File: src/rtl/pipe_ctrl_pkg.sv
// Shared types and constants for the LEGv8 pipeline sequencer.
// Included by pipe_ctrl and by anything that needs to decode its state.
package pipe_ctrl_pkg;

    typedef enum logic [1:0] {
        RUN      = 2'd0,
        MEM_WAIT = 2'd1,
        ERROR    = 2'd2
    } state_e;

    localparam logic [4:0] XZR         = 5'd31;
    localparam int         TIMEOUT_DEF = 16;

endpackage

File: src/rtl/pipe_ctrl_sat_counter.sv
// Saturating up-counter used for the stall/flush performance counters.
// Holds at all-ones once full.
module sat_counter #(
    parameter int WIDTH = 16
) (
    input  logic             clk_i,
    input  logic             reset_n_i,
    input  logic             inc_i,
    output logic [WIDTH-1:0] cnt_o
);

    logic [WIDTH-1:0] cnt_q, cnt_d;

    always_comb begin
        cnt_d = cnt_q;
        if (inc_i && (cnt_q != '1)) cnt_d = cnt_q + WIDTH'(1);
    end

    always_ff @(posedge clk_i or negedge reset_n_i) begin
        if (!reset_n_i) cnt_q <= '0;
        else            cnt_q <= cnt_d;
    end

    assign cnt_o = cnt_q;

endmodule

File: src/rtl/pipe_ctrl.sv
// Pipeline sequencer: stage enables/flushes from load-use, MEM branch and
// variable-latency data memory, with a memory-wait watchdog and perf counters.
module pipe_ctrl
    import pipe_ctrl_pkg::*;
#(
    parameter int TIMEOUT = TIMEOUT_DEF,
    parameter int CNT_W   = 16
) (
    input  logic             clk,
    input  logic             reset_n,
    input  logic [4:0]       id_rn,
    input  logic [4:0]       id_rm,
    input  logic             id_uses_rm,
    input  logic             ex_memread,
    input  logic [4:0]       ex_rd,
    input  logic             mem_pcsrc,
    input  logic             dmem_req,
    input  logic             dmem_ack,
    output logic             pc_en,
    output logic             ifid_en,
    output logic             ifid_flush,
    output logic             idex_flush,
    output logic             exmem_en,
    output logic             exmem_flush,
    output logic             memwb_flush,
    output logic             err,
    output logic [CNT_W-1:0] stall_cnt,
    output logic [CNT_W-1:0] flush_cnt
);

    localparam int WCNT_W = $clog2(TIMEOUT + 1);

    state_e            state_q;
    logic [WCNT_W-1:0] wait_cnt_q;
    logic              err_q;

    logic freeze;
    logic hit;
    logic branch;

    assign freeze = dmem_req & ~dmem_ack;
    assign hit    = ex_memread & (ex_rd != XZR) &
                    ((ex_rd == id_rn) | (id_uses_rm & (ex_rd == id_rm)));

    // Reset also forces defaults so a mid-stall reset releases the pipe at once.
    always_comb begin
        pc_en       = 1'b1;
        ifid_en     = 1'b1;
        exmem_en    = 1'b1;
        ifid_flush  = 1'b0;
        idex_flush  = 1'b0;
        exmem_flush = 1'b0;
        memwb_flush = 1'b0;
        branch      = 1'b0;
        if (!reset_n) begin
            pc_en = 1'b1;
        end else if (state_q == ERROR) begin
            pc_en    = 1'b0;
            ifid_en  = 1'b0;
            exmem_en = 1'b0;
        end else if (freeze) begin
            pc_en       = 1'b0;
            ifid_en     = 1'b0;
            exmem_en    = 1'b0;
            memwb_flush = 1'b1;
        end else if (mem_pcsrc) begin
            branch      = 1'b1;
            ifid_flush  = 1'b1;
            idex_flush  = 1'b1;
            exmem_flush = 1'b1;
        end else if (hit) begin
            pc_en      = 1'b0;
            ifid_en    = 1'b0;
            idex_flush = 1'b1;
        end
    end

    // Checking TIMEOUT-2 before increment gives exactly TIMEOUT frozen cycles.
    always_ff @(posedge clk or negedge reset_n) begin
        if (!reset_n) begin
            state_q    <= RUN;
            wait_cnt_q <= '0;
            err_q      <= 1'b0;
        end else begin
            case (state_q)
                RUN: begin
                    if (freeze) begin
                        state_q    <= MEM_WAIT;
                        wait_cnt_q <= '0;
                    end
                end
                MEM_WAIT: begin
                    if (!freeze) begin
                        state_q <= RUN;
                    end else if (wait_cnt_q == WCNT_W'(TIMEOUT - 2)) begin
                        state_q <= ERROR;
                        err_q   <= 1'b1;
                    end else begin
                        wait_cnt_q <= wait_cnt_q + WCNT_W'(1);
                    end
                end
                ERROR:   state_q <= ERROR;
                default: state_q <= RUN;
            endcase
        end
    end

    assign err = err_q;

    sat_counter #(.WIDTH(CNT_W)) u_stall_cnt (
        .clk_i     (clk),
        .reset_n_i (reset_n),
        .inc_i     (~pc_en & (state_q != ERROR)),
        .cnt_o     (stall_cnt)
    );

    sat_counter #(.WIDTH(CNT_W)) u_flush_cnt (
        .clk_i     (clk),
        .reset_n_i (reset_n),
        .inc_i     (branch),
        .cnt_o     (flush_cnt)
    );

endmodule
File: config.mk
export PLATFORM = sky130hd
export DESIGN_NAME = pipe_ctrl
export DESIGN_NICKNAME = d
export VERILOG_FILES = /design/src/rtl/pipe_ctrl_pkg.sv /design/src/rtl/pipe_ctrl_sat_counter.sv /design/src/rtl/pipe_ctrl.sv
export SDC_FILE = /design/constraint.sdc
export NUM_CORES = 1
export LEC_CHECK = 0
export CORE_UTILIZATION = 44
export CTS_CLUSTER_SIZE = 30
export DETAILED_ROUTE_END_ITERATION = 8
export PLACE_DENSITY_LB_ADDON = 0.15
export RECOVER_POWER = 100
export SKIP_LAST_GASP = 1
export SYNTH_ARGS = -nofsm -noshare
export SYNTH_HDL_FRONTEND = slang
export SYNTH_HIERARCHICAL = 1
export SYNTH_SLANG_ARGS = --single-unit
File: constraint.sdc
create_clock -name clk -period 2.2 [get_ports clk]
set_clock_uncertainty 0.2 [all_clocks]
set_input_delay 0.44 -clock clk [delete_from_list [all_inputs] [get_ports clk]]
set_output_delay 0.44 -clock clk [all_outputs]
set_load 0.01 [all_outputs]
==> flow_results.org, run 1 <==
** Critical path
- Required time reported for the critical path endpoint :: around 1.6 ns
- STA classifies the critical path startpoint as an input port.
- Data on the critical path arrives at its endpoint at 1.88 ns.
- Number of cells on the worst reg-to-reg path :: 9
- The endpoint identified for the worst register-to-register timing path is u_flush_cnt/cnt_o[14]$_DFFE_PN0P_.
- Cell family contributing the most delay on the critical path :: compound AO/OA/AOI/OAI gates
- FF-to-FF setup slack :: -0.08 ns
- Delay contributed by the slowest stage of the critical path :: 0.37 ns
- Count of buffering cells on the critical path with inverters included :: 3
- The worst setup path is of the input port to output port kind.
- In this run the worst path has a maximum fanout of 2.
- List of cells traversed by the critical path :: buf_6 -> xor2_2 -> nor4_2 -> a32oi_2 -> buf_4 -> o41a_1 -> buf_2
- Slowest CP cell :: o41a_1
- Kind of end point of the critical path :: output port
- The worst register-to-register path begins at state_q[1]$_DFFE_PN0P_.

** Run status
- Violated checks :: setup timing
- The flow ran to the end, but the final reports show violations.

** Clocking
- The longest clock path from root to sink contains 2 buffers.
- The H-tree was split into 2 levels.
- In this run the clock root is driven by a clkbuf_8.
- Clock-pin slew was measured on the worst setup and hold paths at 0.07 ns.
- Worst-skew pair later-pin latency :: 0.30 ns
- Number of buffers created by CTS :: 5
- Clock tree from TritonCTS :: yes
- Counting every sink on the clock net gives 40.
- Buffers inserted to repair hold after CTS numbered 0.

** GRT
- Wire length of the first global-routing pass :: approximately 9.3 mm
- Pin count of the biggest net entering global routing :: 41
- Number of antenna violations at the first check in global routing :: 0
- For met2 alone, demand over resource in global routing was 0.370.
- Met3 global-route usage :: 0.0529
- Across every metal layer, demand over resource in global routing totals 0.222.
- Most heavily used metal layer in global routing :: met2
- For this run the aggregate overflow at the end of global routing stands at 0.
- Fraction of met1 tracks used by global routing :: 0.283
- Via count of the first global-routing pass :: just over 2,000

** Synthesis
- Number of synthesized flops with an enable pin :: 0
- Of all flip-flops after synthesis, the portion carrying an async set or reset was 1.00.
- The synthesized design contains 40 register bits.
- Synth top cells by count :: dfrtp_1 (40), nand2_1 (18), nand4_1 (16)
- YS warnings :: 6
- Count of distinct cell types in the synthesized netlist :: 44
- Of the post-synthesis cell area, the dominant cell type holds 0.424.
- Avg Synthesized Cell Area :: 10.9 µm²
- Seq/Total Area, Yosys :: 0.424
- Post-synth top flop :: dfrtp_1
- Synthesized area :: 2360 µm²
- Ranking of synthesized cells by area :: dfrtp_1 (42%), xor2_1 (4.8%), nand4_1 (4.2%)
- The cell count after synthesis came out at ~220.
- Net count after synthesis :: 243
- Top cell type by total area after synthesis :: dfrtp_1
- Yosys instantiated no cell more often than dfrtp_1.

** Place
- The count of buffers added on input and output ports is 61.
- The placed instances occupy a cell area of between 3000 and 4000 µm².
- Number of cells after detailed placement :: 378
- HPWL after detailed placement :: 4.11 mm
- Routability-driven placement finished with a final weighted congestion of 0.780.
- OpenSTA, run right after detailed placement, puts the worst setup slack at -0.907 ns.

** Timing
- Final Critical Period :: 2.52 ns
- RSZ-0062 raised after global routing :: true
- Number of pins exceeding their max-slew limit in the final report :: 0
- Upper clock frequency limit :: between 300 and 400 MHz
- Post-route setup TNS :: -3.33 ns
- Setup violations remaining at the end of the flow were counted as 25.
- Number of hold violations in the final report :: 0
- Worst Tran Pin Value :: 0.990 ns
- Headroom to the max-slew limit came out at 0.340.
- Final critical-path setup slack :: -0.316 ns
- Dividing the final minimum period by the clock period gives 1.14.

** Min path
- Worst Hold Path EP :: err$_DFFE_PN0P_
- Worst min-delay path category :: flip-flop to flip-flop
- Worst Hold Depth :: 1
- The worst hold path begins at err$_DFFE_PN0P_.

** Power and ir drop
- Leak Pwr :: 0.00170 µW
- IR analysis of the VDD net gives a maximum drop of 0.385 mV.
- Power density normalized to cell area :: between 500 and 600 nW/µm²

** Layout
- Summing all non-filler instances in the final layout gives an area of 3540 µm².
- The number of antenna diodes in the final layout is 0.
- In the final layout, the share of cells above drive strength 1 is 0.322.
- Total number of nets in the final design :: 354
- Once layout is complete, the cells apart from fillers number 399.
- Area of combinational cells with multiple inputs :: around 1400 µm²
- Area added between synthesis and finish :: 50.0%
- Area used by sequential logic in the layout :: 1000 µm²
- # fillers :: roughly 420

** Run
- Count of maximum capacitance violations :: 0

** Drt
- The first TritonRoute pass finished after 4 iterations.
- DRT Wirelength :: 5.80 mm
- In the routed design, unresolved DRC markers number 0.
- For this block, the initial DRC count from the detailed router was 93.
- The routed layout has approximately 2,200 vias.
- Vias per cell :: 5.46
- Number of antenna-violating nets in the routed design :: 0
- Dividing the detail-routed wire length by the instance count gives 14.5 µm.

** Die
- The initial utilization of the core area, before any placement, comes to 0.460.
- Row generation in the floorplan step produced 26 rows.
- The floorplan step defined a die boundary enclosing 5670 µm².
- The floorplan step defined a core boundary enclosing 5140 µm².
- IO Pins :: 62
- DIE WIDTH :: 75.3 µm
- The die is approximately 75 µm tall.
-- cells in the final DEF, fill, tap and decap left out, types with 4 or more instances in the layout --
master | synthesis | layout
dlygate4sd3_1 | 0 | 33
o21ai_0 | 7 | 6
a21oi_1 | 7 | 5
o21a_1 | 10 | 10
a22o_1 | 4 | 4
nand4_1 | 16 | 16
xor2_1 | 13 | 10
nand3_1 | 15 | 14
clkbuf_8 | 0 | 6
buf_6 | 0 | 9
nand2_1 | 18 | 15
clkbuf_1 | 0 | 4
clkdlybuf4s50_1 | 0 | 4
xnor2_1 | 11 | 10
nor2_1 | 6 | 5
dlygate4sd2_1 | 0 | 8
dfrtp_1 | 40 | 40
nor4_4 | 4 | 4
buf_4 | 2 | 34
ha_1 | 4 | 4
buf_2 | 1 | 10
a31oi_1 | 6 | 6
-- layout make-up --
class                      count  area share
multi-input combinational    170       0.408
sequential                    40       0.282
timing repair buffer         107       0.256
clock buffer                   8      0.0254
tap                           70      0.0247
inverter                       4     0.00424
-- worst register-to-register path, stage by stage (launching register included) --
cell      delay [ns]
dfrtp_1         0.41
nand2b_4        0.08
a21boi_1        0.31
nand3_2         0.14
inv_2           0.09
clkbuf_2        0.19
nand2_4         0.09
nor4_4          0.34
nand4_1         0.16
xnor2_1         0.15
-- metal layers --
layer | vias up | wire [µm] | share of wire
met4 | 0 | 79 | 0.014
met3 | 6 | 291 | 0.050
met1 | 1041 | 2640 | 0.46
li1 | 1056 | - | -
met5 | - | 0 | 0
met2 | 76 | 2790 | 0.48
-- registers in the layout, indices dropped and copies added, names as in the netlist --
register and cells:
u_flush_cnt/cnt_o 16, err 1, wait_cnt_q 5, state_q 2, u_stall_cnt/cnt_o 16
-- worst max-delay path by stage --
stage / start / end / slack, ns / cells past startpoint
CTS: id_rm[2] / ifid_en / -0.37 / 7
detailed placement: ex_rd[4] / ifid_en / -0.91 / 6
global placement: ex_rd[4] / ifid_en / -0.82 / 6
finish: id_rm[2] / ifid_en / -0.32 / 7
floorplan: ex_rd[4] / pc_en / -0.05 / 5
global route: id_rm[2] / ifid_en / -0.36 / 7
-- logic make-up (layout without fill, tap and decap cells) --
family	count (synthesis)	in the layout	synth area share
XOR/XNOR	24	24	0.0889
adder cells (fa/ha/maj)	4	4	0.0212
multiplexers	2	2	0.00953
flip-flops	40	40	0.424
AO/OA/AOI/OAI	48	48	0.156
AND/OR/NAND/NOR	92	92	0.286
buffers and inverters	7	119	0.0148
-- through the flow --
stage / total power (µW) / utilization / hold slack [ns]
3_3_place_gp: 1570 / 0.640 / 0.248
2_1_floorplan: 1220 / - / -0.0556
4_1_cts: 2140 / 0.688 / 0.157
5_1_grt: 2210 / 0.690 / 0.300
6_report: 2100 / 0.690 / 0.281
3_5_place_dp: 1580 / 0.640 / 0.268
-- timing repair --
item | in CTS | in global routing
setup buffers | 11 | 4
resized for setup | 93 | 9
setup endpoints to repair | 36 | 21
pin swaps | 27 | 11
-- power by group --
part / switching [µW] / leakage (µW) / internal, µW / total (µW)
sequential: 165 / 0.000541 / 830 / 995
clock: 260 / 0.0000455 / 256 / 517
combinational: 271 / 0.00112 / 314 / 585
total: 697 / 0.00170 / 1400 / 2100
No activity file was read; power rests on OpenSTA's default activity.
==> run 2, diff against run 1 <==
- SKIP_CTS_REPAIR_TIMING: unset -> 1
==> run 2 against run 1 <==
  * The flow still finishes with violations (setup timing)
  * Utilization decreased by 1.6 points
  * Setup slack improved by 0.061 ns
  * Via count decreased by 2.0%
  * Fmax increased by 2.5%
  * Register-to-register slack about the same
  * Die area unchanged
  * First-iteration DRC count increased by 25%
  * Sequential share of layout area increased by 0.68 points
  * Routed wire length decreased by 1.7%
  * Critical endpoint unchanged
  * Global-route usage decreased by 0.96 points
  * Final cell count decreased by 2.0%
  * Sequential cell count unchanged
==> flow_results.org, run 2 (synthesis gave the netlist of run 1 again) <==
** Die
- The area of the core is 5140 µm² (unchanged).
- The area of the die is 5670 µm² (unchanged).
- Height of the die :: 75.3 µm (unchanged)
- Number of placement rows :: 26 (unchanged)
- The initial core utilization is 0.460 (unchanged).
- The horizontal die dimension is 75.3 µm (unchanged).
- The number of ports placed on the die boundary was 62 (unchanged).

** Critical path
- Data arrival time of the worst path :: 1.82 ns (was 1.88 ns)
- The category of the worst setup path launch point is an input port (unchanged).
- The worst flop-to-flop path startpoint is state_q[1]$_DFFE_PN0P_ (unchanged).
- Slowest CP cell :: clkdlybuf4s50_1 (was o41a_1)
- The number of cells on the critical path was 5 (was 7).
- Launching element of the worst setup path :: id_rm[0] (was id_rm[2])
- List of cells traversed by the critical path: clkdlybuf4s50_1 -> xnor2_2 -> a32oi_2 -> o41a_1 -> buf_2 (was buf_6 -> xor2_2 -> nor4_2 -> a32oi_2 -> buf_4 -> o41a_1 -> buf_2).
- The maximum fanout count along the critical path is 3 (was 2).
- Kind of end point of the critical path :: output port (unchanged)
- Number of cells on the worst reg-to-reg path :: 9 (unchanged)
- The maximum cell stage delay along the critical path came to 0.49 ns (was 0.37 ns).
- The setup slack of the worst register-to-register path came to -0.07 ns (was -0.08 ns).
- The capture point of the worst reg-to-reg path was u_stall_cnt/cnt_o[15]$_DFFE_PN0P_ (was u_flush_cnt/cnt_o[14]$_DFFE_PN0P_).
- Count of buffering cells on the critical path with inverters included :: 2 (was 3)
- The end point of the critical path was ifid_en (unchanged).
- Required time reported for the critical path endpoint :: 1.56 ns (about the same)
- The critical path's top delay family was buffers and inverters (was compound AO/OA/AOI/OAI gates).
- Category of the most critical setup path :: input port to output port (unchanged)

** Drt
- The first-pass detailed-route iteration total is 4 (unchanged).
- Total via count in the routed design :: 2,135 (was 2,179)
- DRT Wirelength :: 5.70 mm (was 5.80 mm)
- Vias per cell :: 5.46 (about the same)
- The per-cell routed wire length is 14.6 µm (was 14.5 µm).
- Drc violations :: 0 (unchanged)
- The number of DRC violations after detailed-routing iteration 0 is 116 (was 93).
- The number of routed nets with antenna violations came to 0 (unchanged).

** Power and ir drop
- Leak Pwr :: 0.00174 µW (was 0.00170 µW)
- The power density over the cells was 592 nW/µm² (about the same).
- The maximum vdd drop came to 0.362 mV (was 0.385 mV).

** Timing
- Upper clock frequency limit :: 407 MHz (was 397 MHz)
- The post-layout worst setup margin was -0.255 ns (was -0.316 ns).
- Worst Tran Pin Value :: 0.989 ns (was 0.990 ns)
- RSZ-0062 raised after global routing :: true (unchanged)
- Setup Viol. Count Final :: 20 (was 25)
- The remaining max-slew budget at the tightest pin came to 0.341 (was 0.340).
- The clock period minus final worst setup slack is 2.46 ns (was 2.52 ns).
- The share of the clock period used by the worst path after layout was 1.12 (was 1.14).
- Number of pins exceeding their max-slew limit in the final report :: 0 (unchanged)
- The final hold violation count was 0 (unchanged).

** Run status
- Status :: complete, but fails checks (unchanged)
- Violated checks :: setup timing (unchanged)

** Clocking
- The worst-skew pair later-pin latency is 0.30 ns (about the same).
- The CTS buffer count is 5 (unchanged).
- Clock tree root driver cell :: clkbuf_8 (unchanged)
- Clock input transition at the sequential cells of the worst setup and hold paths :: 0.07 ns (about the same)
- The maximum level of the CTS H-tree came to 2 (unchanged).
- Clock sinks :: 40 (unchanged)
- The clock tree buffer depth was 2 (unchanged).
- Clock tree from TritonCTS :: yes (unchanged)

** Layout
- Area of combinational cells with multiple inputs :: 1390 µm² (was 1450 µm²)
- The post-route core utilization was 0.673 (was 0.690).
- Fraction of layout cells with a size suffix above 1 :: 0.265 (was 0.322)
- Final instance area :: 3460 µm² (was 3540 µm²)
- The filler cell count was 439 (was 423).
- Layout Cells excl Fill :: 391 (was 399)
- Leading cell type in the layout, fill and taps excluded :: dfrtp_1 (unchanged)
- Total number of nets in the final design :: 346 (was 354)
- Area used by sequential logic in the layout :: 1000 µm² (unchanged)
- The layout overhead on the synthesized area came to 46.4% (was 50.0%).
- Top library cells by usage in the layout, fill and taps aside :: dfrtp_1 (40), dlygate4sd3_1 (33), buf_4 (32) (was dfrtp_1 (40), buf_4 (34), dlygate4sd3_1 (33), nand4_1 (16), nand2_1 (15))
- The number of diodes added for antenna fixing was 0 (unchanged).

** GRT
- Via count of the first global-routing pass :: 1,915 (was 2,018)
- Number of antenna violations at the first check in global routing :: 0 (unchanged)
- The pin count of the biggest net entering global routing came to 41 (unchanged).
- The total routing resource utilization after global routing was 0.212 (was 0.222).
- Wire length of the first global-routing pass :: 8.94 mm (was 9.33 mm)
- The total global routing overflow was 0 (unchanged).

** Place
- Number of input and output port buffers inserted :: 61 (unchanged)
- The post-placement cell area is 3290 µm² (unchanged).
- HPWL after detailed placement :: 4.11 mm (unchanged)
- GPL Wtd Cong :: 0.780 (unchanged)
- The number of placed cells counting well taps is 378 (unchanged).

** Min path
- The startpoint of the most critical hold path is err$_DFFE_PN0P_ (unchanged).
- The worst hold-check path type is flip-flop to flip-flop (unchanged).

** Run
- The number of maximum-capacitance violations is 0 (unchanged).
==> run 2: changes by cell type in the layout (fill, tap and decap cells not counted), sizes merged <==
cell / previous run / this run
buf: 53 / 37
dlymetal6s2s: 0 / 13
dlygate4sd2: 8 / 0
clkbuf: 15 / 20
clkdlybuf4s15: 2 / 0
==> run 2: worst register-to-register path, stage by stage (launching register included) <==
cell,delay (ns)
dfrtp_1,0.39
nand2b_1,0.11
buf_4,0.12
nand2_1,0.06
or3_1,0.38
o22ai_4,0.19
nand4_1,0.18
nor4_4,0.24
and4b_1,0.23
a21oi_1,0.06
==> run 2: worst min path at each step <==
stage | cells past startpoint | slack [ns] | end
3_5_place_dp | 1 | 0.27 | err$_DFFE_PN0P_
5_1_grt | 1 | 0.30 | err$_DFFE_PN0P_
4_1_cts | 2 | 0.15 | wait_cnt_q[0]$_DFFE_PN0P_
6_report | 1 | 0.28 | err$_DFFE_PN0P_
2_1_floorplan | 0 | -0.06 | err$_DFFE_PN0P_
3_3_place_gp | 1 | 0.25 | err$_DFFE_PN0P_
==> run 2: cell type report <==
class                           count  area share
Tap cell                           70      0.0253
Clock buffer                        8      0.0260
Inverter                            4     0.00434
Timing Repair Buffer               99       0.253
Sequential cell                    40       0.289
Multi-Input combinational cell    170       0.402
==> run 2: through the flow <==
step | worst slack [ns] | total power (µW) | hold WS, ns | TNS (ns)
after global routing | -0.306 | 2160 | 0.300 | -5.17
after CTS | -0.916 | 2090 | 0.149 | -10.86
after floorplan | -0.0482 | 1220 | -0.0556 | -0.0894
after detailed placement | -0.907 | 1580 | 0.268 | -20.32
final | -0.255 | 2050 | 0.282 | -2.57
after global placement | -0.823 | 1570 | 0.248 | -17.68
==> run 2: per-layer routing <==
layer / wire (µm) / up-vias / GRT usage
li1: - / 1042 / -
met1: 2620 / 1030 / 0.275
met2: 2740 / 57 / 0.347
met3: 266 / 6 / 0.0529
met4: 79 / 0 / 0.0761
met5: 0 / - / 0
==> run 2: power breakdown <==
group | internal [µW] | leakage [µW] | total (µW) | switching [µW]
logic | 290 | 0.00115 | 546 | 256
clock network | 256 | 0.0000455 | 512 | 256
registers | 830 | 0.000541 | 990 | 160
total | 1380 | 0.00174 | 2050 | 672
